[config.mk]
export PLATFORM = sky130hd
export DESIGN_NAME = mul_writeback_unit
export DESIGN_NICKNAME = d
export VERILOG_FILES = /design/src/rtl/mul_writeback_unit.sv
export SDC_FILE = /design/constraint.sdc
export NUM_CORES = 1
export LEC_CHECK = 0
export ABC_AREA = 1
export CORE_UTILIZATION = 62
export CTS_CLUSTER_DIAMETER = 30
export DETAILED_ROUTE_END_ITERATION = 6
export GPL_ROUTABILITY_DRIVEN = 0
export PLACE_DENSITY = 0.87
export SYNTH_ARGS = -nofsm -noshare
export SYNTH_HDL_FRONTEND = slang
export SYNTH_SLANG_ARGS = --single-unit
export TNS_END_PERCENT = 5
[constraint.sdc]
create_clock -name Clk -period 18.4 [get_ports Clk]
set_input_delay 3.68 -clock Clk [delete_from_list [all_inputs] [get_ports Clk]]
set_output_delay 3.68 -clock Clk [all_outputs]
set_load 0.005 [all_outputs]
[src/rtl/mul_writeback_unit.sv]
// Iterative 64x64 unsigned radix-2 shift-add multiplier feeding the register-file write port.
// Optional macro MUL_HIGH_EN: honours High and returns the upper product half (UMULH).
module mul_writeback_unit (
  input  logic        Clk,
  input  logic        Rst,
  input  logic        Start,
  input  logic [4:0]  Rd,
  input  logic [63:0] A,
  input  logic [63:0] B,
  input  logic        High,
  output logic        Busy,
  output logic        Done,
  output logic [4:0]  WReg,
  output logic [63:0] Data,
  output logic        WE
);

  typedef enum logic {IDLE = 1'b0, CALC = 1'b1} state_e;

  localparam logic [4:0] XZR      = 5'd31;
  localparam logic [5:0] LAST_ITER = 6'd63;

  state_e      state_q, state_d;
  logic [5:0]  cnt_q, cnt_d;
  logic [4:0]  rd_q, rd_d;
  logic        done_q, done_d;
  logic        we_q, we_d;
  logic [4:0]  wreg_q, wreg_d;
  logic [63:0] data_q, data_d;

`ifdef MUL_HIGH_EN
  logic [63:0]  a_q, a_d;
  logic         high_q, high_d;
  logic [128:0] p_q, p_d;
  logic [64:0]  sum;
  logic [128:0] p_pre;
  // Bit 128 is always zero at the start of an iteration because every step shifts it out.
  logic         unused_p_msb;
  assign unused_p_msb = p_q[128];
`else
  // Low-half-only datapath: accumulator plus a left-shifting multiplicand.
  logic [63:0] acc_q, acc_d;
  logic [63:0] mcand_q, mcand_d;
  logic [63:0] mplier_q, mplier_d;
  logic        unused_high;
  assign unused_high = High;
`endif

  // NOTE: every signal gets a default before the case so no latch can be inferred.
  always_comb begin
    state_d = state_q;
    cnt_d   = cnt_q;
    rd_d    = rd_q;
    done_d  = 1'b0;
    we_d    = 1'b0;
    wreg_d  = wreg_q;
    data_d  = data_q;
`ifdef MUL_HIGH_EN
    a_d     = a_q;
    high_d  = high_q;
    p_d     = p_q;
    sum     = {1'b0, p_q[127:64]};
    p_pre   = p_q;
`else
    acc_d    = acc_q;
    mcand_d  = mcand_q;
    mplier_d = mplier_q;
`endif

    unique case (state_q)
      IDLE: begin
        if (Start) begin
          rd_d    = Rd;
          cnt_d   = 6'd0;
          state_d = CALC;
`ifdef MUL_HIGH_EN
          a_d     = A;
          high_d  = High;
          p_d     = {65'b0, B};
`else
          acc_d    = 64'd0;
          mcand_d  = A;
          mplier_d = B;
`endif
        end
      end

      CALC: begin
`ifdef MUL_HIGH_EN
        if (p_q[0]) sum = {1'b0, p_q[127:64]} + {1'b0, a_q};
        p_pre = {sum, p_q[63:0]};
        p_d   = {1'b0, p_pre[128:1]};
`else
        if (mplier_q[0]) acc_d = acc_q + mcand_q;
        mcand_d  = mcand_q << 1;
        mplier_d = mplier_q >> 1;
`endif
        cnt_d = cnt_q + 6'd1;

        if (cnt_q == LAST_ITER) begin
`ifdef MUL_HIGH_EN
          data_d = high_q ? p_d[127:64] : p_d[63:0];
`else
          data_d = acc_d;
`endif
          wreg_d  = rd_q;
          done_d  = 1'b1;
          we_d    = (rd_q != XZR);
          state_d = IDLE;
        end
      end

      default: state_d = IDLE;
    endcase
  end

  // NOTE: state registers use non-blocking assignments so all flops update from pre-edge values.
  always_ff @(posedge Clk or posedge Rst) begin
    if (Rst) begin
      state_q  <= IDLE;
      cnt_q    <= 6'd0;
      rd_q     <= 5'd0;
      done_q   <= 1'b0;
      we_q     <= 1'b0;
      wreg_q   <= 5'd0;
      data_q   <= 64'd0;
`ifdef MUL_HIGH_EN
      a_q      <= 64'd0;
      high_q   <= 1'b0;
      p_q      <= 129'd0;
`else
      acc_q    <= 64'd0;
      mcand_q  <= 64'd0;
      mplier_q <= 64'd0;
`endif
    end else begin
      state_q  <= state_d;
      cnt_q    <= cnt_d;
      rd_q     <= rd_d;
      done_q   <= done_d;
      we_q     <= we_d;
      wreg_q   <= wreg_d;
      data_q   <= data_d;
`ifdef MUL_HIGH_EN
      a_q      <= a_d;
      high_q   <= high_d;
      p_q      <= p_d;
`else
      acc_q    <= acc_d;
      mcand_q  <= mcand_d;
      mplier_q <= mplier_d;
`endif
    end
  end

  assign Busy = (state_q == CALC);
  assign Done = done_q;
  assign WE   = we_q;
  assign WReg = wreg_q;
  assign Data = data_q;

endmodule

* Word-level counts from Yosys, hierarchy flattened *
Cells that the tools add are included.

operators by class
  $add $sub $neg = 2
  equal/unequal tests = 3
  mux-type cells = 16
  bitwise logic cells = 1
  reduce and logical (&&, ||, !) cells = 2

operators by type and width
  cell                 number
  $pmux 64 s2          3
  $mux 64              4
  $add 64x64->64       1
  $pmux 6 s2           1
  $add 6x1->6 const B  1
  $eq 6x6->1 const B   1
  $mux 1               6
  $mux 6               1
  $ne 5x5->1 const B   1
  $reduce_and 2->1     2
  $ne 2x2->1 const B   1
  $pmux 1 s2           1
  $not 1->1            1

word-level totals
  bits in registers = 275
  input bits = 137
  output and inout bits = 72
  logic and storage cells = 34

* Longest topological paths before layout *
Gate-level depths: netlist of run 1.

  depth after elaboration = 3
  mapped depth = 18
  depth with buffers taken out = 18

* Least setup slack after synthesis of run 1 *
OpenSTA, ideal clock, no wires.

  path kind = input port to flip-flop
  start point = in Start
  end point = reg mcand_q[36]
  setup time = 0.069 ns
  arrival = 4.541 ns
  required time = 18.331 ns
  path slack = 13.791 ns
  stages = 5
  buffers on the path = 2
  cell sequence = nor2_2 > buf_2 > buf_1 > nand2_1 > nand3_1

between the ends
  word-level cells in the longest chain between the ends = 1

RTL lines
  element                      line  RTL
  start: declaration           6     input logic Start,
  $ne 2x2->1 (no source line)  --
  end signal: assignment       150   mcand_q <= mcand_d;
  end: declaration             43    logic [63:0] mcand_q, mcand_d;

No other way between the ends.
A chain may end at the register's enable or synchronous reset.

* Worst setup path after layout of run 1 *
  start point = in Start
  end point = reg mcand_q[25]

The elaborated chain is that of the path after synthesis.

==> flow_summary_export.csv, run 1 <==
group,metric,value,unit
power_and_ir_drop,cellLeakagePower,11.6,nW
die,die_area,29000,um^2
clock_tree,cts_made_buffers,55,
synth,async_reset_ff_share,100,%
detailed_routing,vias,17974,
sta,maxSlewViolCount,0,
synth,synth_area_leaders,"dfrtp_1 (39%), nand2_1 (25%), inv_1 (7.9%), nand3_1 (6.5%), ha_1 (4.6%)",
clock_tree,htreeDepth,2,
clock_tree,clock_latency,590,ps
layout,synthToLayoutAreaGrowth,24.4,%
setup_path,rr_worst_depth,7,
clock_tree,cts-resized-gates,0,
global_routing,grt_max_degree,146,
synth,ys_ff_latch,275,
setup_path,crit_arrival,6320,ps
synth,ys_seq_area_share,39.2,%
global_routing,grt_overflow_total,0,
sta,relSlewSlack,27.2,%
die,ioPinCount,209,
synth,synth-edff-count,0,
sta,fmax,172,MHz
setup_path,critPathRequiredTime,18920,ps
clock_tree,ctsHoldBuffers,0,
layout,fin_nets,3017,
synth,syn_avg_cell_area,6.70,um^2
layout,drive_gt1_share,7.52,%
setup_path,slowest_stage,"buf_4",
detailed_routing,post_drt_wl_per_cell,16.4,um
clock_tree,clk_path_buf_depth,3,
sta,tns,0,ps
place,place_ws,12110,ps
die,die_width,170,um
synth,syn_area,17600,um^2
sta,setup_viol,0,
sta,finClkSkew,40.4,ps
min_path,min_to,"Data[57]$_DFFE_PP0P_",
setup_path,crit_type,"input port to flip-flop",
setup_path,max_stage_delay,830,ps
setup_path,timing.critical_path.mode_cell,"nand2_1",
setup_path,path_cells,"clkdlybuf4s50_1 -> nand2_1 -> inv_4 -> buf_4 -> nand2_1 -> nand3_1",
layout,antenna-diode-count,0,
min_path,hold_path.startpoint,"Data[57]$_DFFE_PP0P_",
clock_tree,cts_setup_buffers,0,
synth,ys_top_cells_by_count,"nand2_1 (1153), inv_1 (369), dfrtp_1 (275)",
min_path,min_path_cells,2,
outcome,status,"finished clean",
setup_path,critPathMaxFanout,102,
detailed_routing,drt_iter0_drc,1851,
sta,layout_setup_ws,12600,ps
die,core-area,27900,um^2
global_routing,grt_pass1_vias,17408,
clock_tree,path_clk_slew,50,ps
detailed_routing,routed_wl,53.0,mm
clock_tree,tritoncts,"done",
min_path,min_path_type,"flip-flop to flip-flop",
sta,min_period,5800,ps
synth,synth_top_area_share,39.2,%
job,drv_cap,0,
global_routing,grt_antenna_before_repair,0,
sta,worst_pin_slew,1090,ps
place,hpwl,36.4,mm
power_and_ir_drop,power_density,203,nW/um^2
clock_tree,cts.sinks,275,
power_and_ir_drop,peakVddDrop,0.000104,V
setup_path,endpoint_kind,"flip-flop",
place,portBuffers,207,
die,initial_core_util,63.1,%
synth,yosysTopAreaCell,"dfrtp_1",
setup_path,startpoint_type,"input port",
detailed_routing,post_drt_via_cell_ratio,5.55,
global_routing,grt_first_pass_wirelength,86.0,mm
synth,syn_nets,2825,
global_routing,gr-usage-all-layers,37.4,%
setup_path,worstReg2RegStart,"Busy$_DFF_PP0_",
sta,hold_violations,0,
setup_path,timing.reg2reg.setup_slack,14890,ps
setup_path,rr_endpoint,"mcand_q[25]$_DFFE_PP0P_",
synth,synth_flop_cell,"dfrtp_1",
sta,finalCritPeriodShare,31.5,%
setup_path,crit_start,"Start",
die,std_cell_rows,61,
synth,ys.warnings.count,0,
detailed_routing,drcViolationCount,0,
die,die_y,170,um
synth,ys_types,43,
clock_tree,clockRootBuffer,"clkbuf_16",
sta,rsz0062_at_grt,"no",
detailed_routing,dr.pass1.iters,6,
synth,yosysMostFrequentCell,"nand2_1",
detailed_routing,antenna_left,0,
synth,postSynthCellCount,2623,
cell usage in the layout (no fill, tap or decap), types with 14 or more instances in the layout:
cell                n
nor2_2             14
nand2_1          1153
a21oi_1            43
inv_1             368
dfrtp_1           273
ha_1               64
o211ai_1           38
xnor2_1            16
xor2_1             14
a22oi_1            18
clkdlybuf4s50_1   207
or2_2              33
nand2_2            26
nand3_1           228
o21ai_0            54
clkbuf_16          55
nor2_1            104
per-stage QoR:
stage	util, %	hold slack (ps)	instance area [um^2]	instances	total power, W
after floorplan	-	457	17600	2623	0.00261
after global placement	71.3	464	19900	3136	0.00318
after detailed placement	71.3	469	19900	3136	0.00327
after CTS	78.5	480	21900	3238	0.00437
after global routing	78.5	492	21900	3238	0.00476
final	78.5	477	21900	3238	0.00444
cells by family after synthesis:
family / synth area share, %
buffers and inverters: 10.1
XOR/XNOR: 1.49
flip-flops: 39.2
AND/OR/NAND/NOR: 38.0
AO/OA/AOI/OAI: 6.63
adder cells (fa/ha/maj): 4.67
layer usage:
layer  global-route usage, %  part of all wire, %  up-vias
li1                        -                    -     8527
met1                    49.2                   40     8237
met2                    58.8                   45      997
met3                    8.28                   11      213
met4                    17.5                  4.8        0
met5                       0                    0        -
state kept, by name, indices dropped and copies added, names as in the netlist, 5 cells and up:
| register | cells |
|---|---|
| mplier_q | 64 |
| WReg | 5 |
| mcand_q | 64 |
| Data | 64 |
| acc_q | 64 |
| rd_q | 5 |
| cnt_q | 6 |
worst max-delay path by stage:
stage | endpoint | slack [ps] | depth (start not counted)
3_3_place_gp | mcand_q[25]$_DFFE_PP0P_ | 12140 | 6
5_1_grt | mcand_q[25]$_DFFE_PP0P_ | 12530 | 6
2_1_floorplan | Busy$_DFF_PP0_ | 7140 | 1
6_report | mcand_q[25]$_DFFE_PP0P_ | 12600 | 6
3_5_place_dp | mcand_q[25]$_DFFE_PP0P_ | 12110 | 6
4_1_cts | mcand_q[25]$_DFFE_PP0P_ | 12670 | 6
power by group:
group,internal (W),switching [W]
Sequential,0.000872,0.000195
Clock,0.000698,0.000361
Combinational,0.000834,0.00148
Total,0.00240,0.00203
critical path, delay by kind of cell:
| family | cells | cell delay, ps |
|---|---|---|
| simple gates | 3 | 710 |
| buf+inv | 3 | 1810 |
layout make-up:
type	instances	area (um^2)
fillers	1923	6000
well taps	378	473
inverters	377	1430
clock inverters	36	490
multi-input cells	1887	8930
flip-flops and latches	275	6890
repair buffers	219	2160
clock buffers	66	1500
(Power assumes the default switching activity.)
==> run 2: changes to the inputs <==
- CORE_UTILIZATION: 62 -> 57
- PLACE_DENSITY: 0.87 -> 0.81
- clock period: 18.4 -> 5.75 ns (I/O delays scaled with it)
==> run 2 against run 1 <==
  * Utilization shrank 5.1 points
  * The flow now finishes with violations (design-rule violations)
  * Sequential power grew to 3.2 times the previous value
  * First-iteration DRC count shrank 11%
  * Worst setup slack lost 10000 ps
==> flow_summary_export.csv, run 2 (synthesis results as in run 1) <==
group,metric,value,unit
sta,setup_viol,0,
setup_path,crit_buf_inv,1,
sta,finClkSkew,63.3,ps
clock_tree,tritoncts,"done",
setup_path,timing.reg2reg.setup_slack,2390,ps
die,ioPinCount,209,
setup_path,max_stage_delay,1070,ps
place,portBuffers,207,
detailed_routing,post_drt_wl_per_cell,15.8,um
layout,drive_gt1_share,7.71,%
layout,synthToLayoutAreaGrowth,25.1,%
layout,final_cell_area,22000,um^2
global_routing,grt_pass1_vias,17330,
detailed_routing,antenna_left,0,
global_routing,use_met1,44.7,%
outcome,status,"finished with violations",
power_and_ir_drop,p_switching,0.00646,W
power_and_ir_drop,clockPowerShare,24.4,%
detailed_routing,drcViolationCount,13,
global_routing,grt_antenna_before_repair,0,
sta,worst_pin_slew,1150,ps
power_and_ir_drop,switching_share,45.5,%
power_and_ir_drop,power_frac_comb,51.4,%
power_and_ir_drop,cellLeakagePower,11.7,nW
layout,antenna-diode-count,0,
clock_tree,cts.sinks,275,
setup_path,startpoint_type,"flip-flop",
clock_tree,cts_made_buffers,58,
global_routing,gr-usage-all-layers,33.8,%
place,place_area,19900,um^2
min_path,min_to,"Data[55]$_DFFE_PP0P_",
setup_path,rr_endpoint,"mcand_q[38]$_DFFE_PP0P_",
sta,hold_violations,0,
power_and_ir_drop,total_power,0.0142,W
min_path,min_path_type,"flip-flop to flip-flop",
setup_path,worstReg2RegStart,"Busy$_DFF_PP0_",
die,die_width,178,um
global_routing,top_usage_layer,"met2",
clock_tree,clockRootBuffer,"clkbuf_16",
sta,rsz0062_at_grt,"no",
die,die_area,31500,um^2
die,core-area,30000,um^2
global_routing,grt_first_pass_wirelength,85.1,mm
job,drv_cap,0,
setup_path,crit_arrival,2430,ps
clock_tree,ctsHoldBuffers,0,
layout,fin_nets,3020,
global_routing,grt_overflow_total,0,
min_path,min_path_cells,2,
clock_tree,clk_path_buf_depth,3,
detailed_routing,drt_iter0_drc,1646,
sta,maxSlewViolCount,0,
setup_path,rr_worst_depth,7,
detailed_routing,dr.pass1.iters,7,
global_routing,use_met3,7.95,%
min_path,hold_path.startpoint,"Data[55]$_DFFE_PP0P_",
sta,finalCritPeriodShare,62.2,%
layout,layout_common_cells,"nand2_1 (1153), inv_1 (368), dfrtp_1 (273)",
outcome,violations,"design-rule violations",
layout,fill_cells,2343,
clock_tree,path_clk_slew,50,ps
clock_tree,cts_setup_buffers,0,
setup_path,crit_type,"flip-flop to output port",
die,std_cell_rows,63,
clock_tree,cts-resized-gates,0,
global_routing,use_met2,53.1,%
setup_path,cpLargestDelayFamily,"flip-flops",
layout,layout_commonest_cell,"nand2_1",
clock_tree,clock_latency,610,ps
setup_path,critPathRequiredTime,4600,ps
detailed_routing,post_drt_via_cell_ratio,5.41,
detailed_routing,vias,17633,
layout,utilization,73.4,%
sta,tns,0,ps
sta,min_period,3580,ps
setup_path,path_cells,"clkdlybuf4s50_1",
detailed_routing,routed_wl,51.5,mm
setup_path,slowest_stage,"dfrtp_4",
setup_path,endpoint_kind,"output port",
sta,relSlewSlack,23.4,%
die,initial_core_util,58.7,%
power_and_ir_drop,pwr-share-seq,24.2,%
die,die_y,178,um
sta,fmax,280,MHz
power_and_ir_drop,power_density,646,nW/um^2
global_routing,grt_max_degree,156,
power_and_ir_drop,p_int,0.00774,W
setup_path,critPathMaxFanout,93,
power_and_ir_drop,peakVddDrop,0.000323,V
clock_tree,htreeDepth,2,
place,hpwl,36.1,mm
[run 2: how the worst max path moves through the flow]
stage	startpoint	endpoint	slack, ps	cells past startpoint
5_1_grt	Busy$_DFF_PP0_	Busy	2100	1
6_report	Busy$_DFF_PP0_	Busy	2170	1
4_1_cts	Busy$_DFF_PP0_	Busy	2210	1
3_3_place_gp	Start	mplier_q[9]$_DFFE_PP0P_	2250	6
3_5_place_dp	Start	mplier_q[28]$_DFFE_PP0P_	2150	6
2_1_floorplan	Rst	Busy$_DFF_PP0_	960	1
[run 2: per-layer routing]
| metal | up-vias | part of all wire (%) |
|---|---|---|
| met5 | - | 0 |
| met4 | 0 | 3.6 |
| met3 | 128 | 9.5 |
| met2 | 806 | 45 |
| met1 | 8164 | 42 |
| li1 | 8535 | - |
[run 2: final cells by class]
cell class	instances	area [um^2]	share of cell area (%)
inverter	377	1420	6.47
timing repair buffer	219	2190	9.95
clock buffer	66	1520	6.92
clock inverter	43	553	2.52
sequential	275	6890	31.3
tap	390	488	2.22
multi-input combinational	1887	8930	40.6
[run 2: through the flow]
step / cells / setup WS (ps) / hold WS [ps]
3_3_place_gp: 3148 / 2250 / 464
3_5_place_dp: 3148 / 2150 / 464
4_1_cts: 3257 / 2210 / 478
6_report: 3257 / 2170 / 478
5_1_grt: 3257 / 2100 / 494
2_1_floorplan: 2623 / 963 / 457
[run 2: power groups by stage]
stage | clock network, W | registers (W) | logic [W]
2_1_floorplan | 0 | 0.00324 | 0.00511
3_3_place_gp | 0 | 0.00338 | 0.00685
3_5_place_dp | 0 | 0.00342 | 0.00705
4_1_cts | 0.00349 | 0.00342 | 0.00716
5_1_grt | 0.00360 | 0.00353 | 0.00818
6_report | 0.00347 | 0.00344 | 0.00730
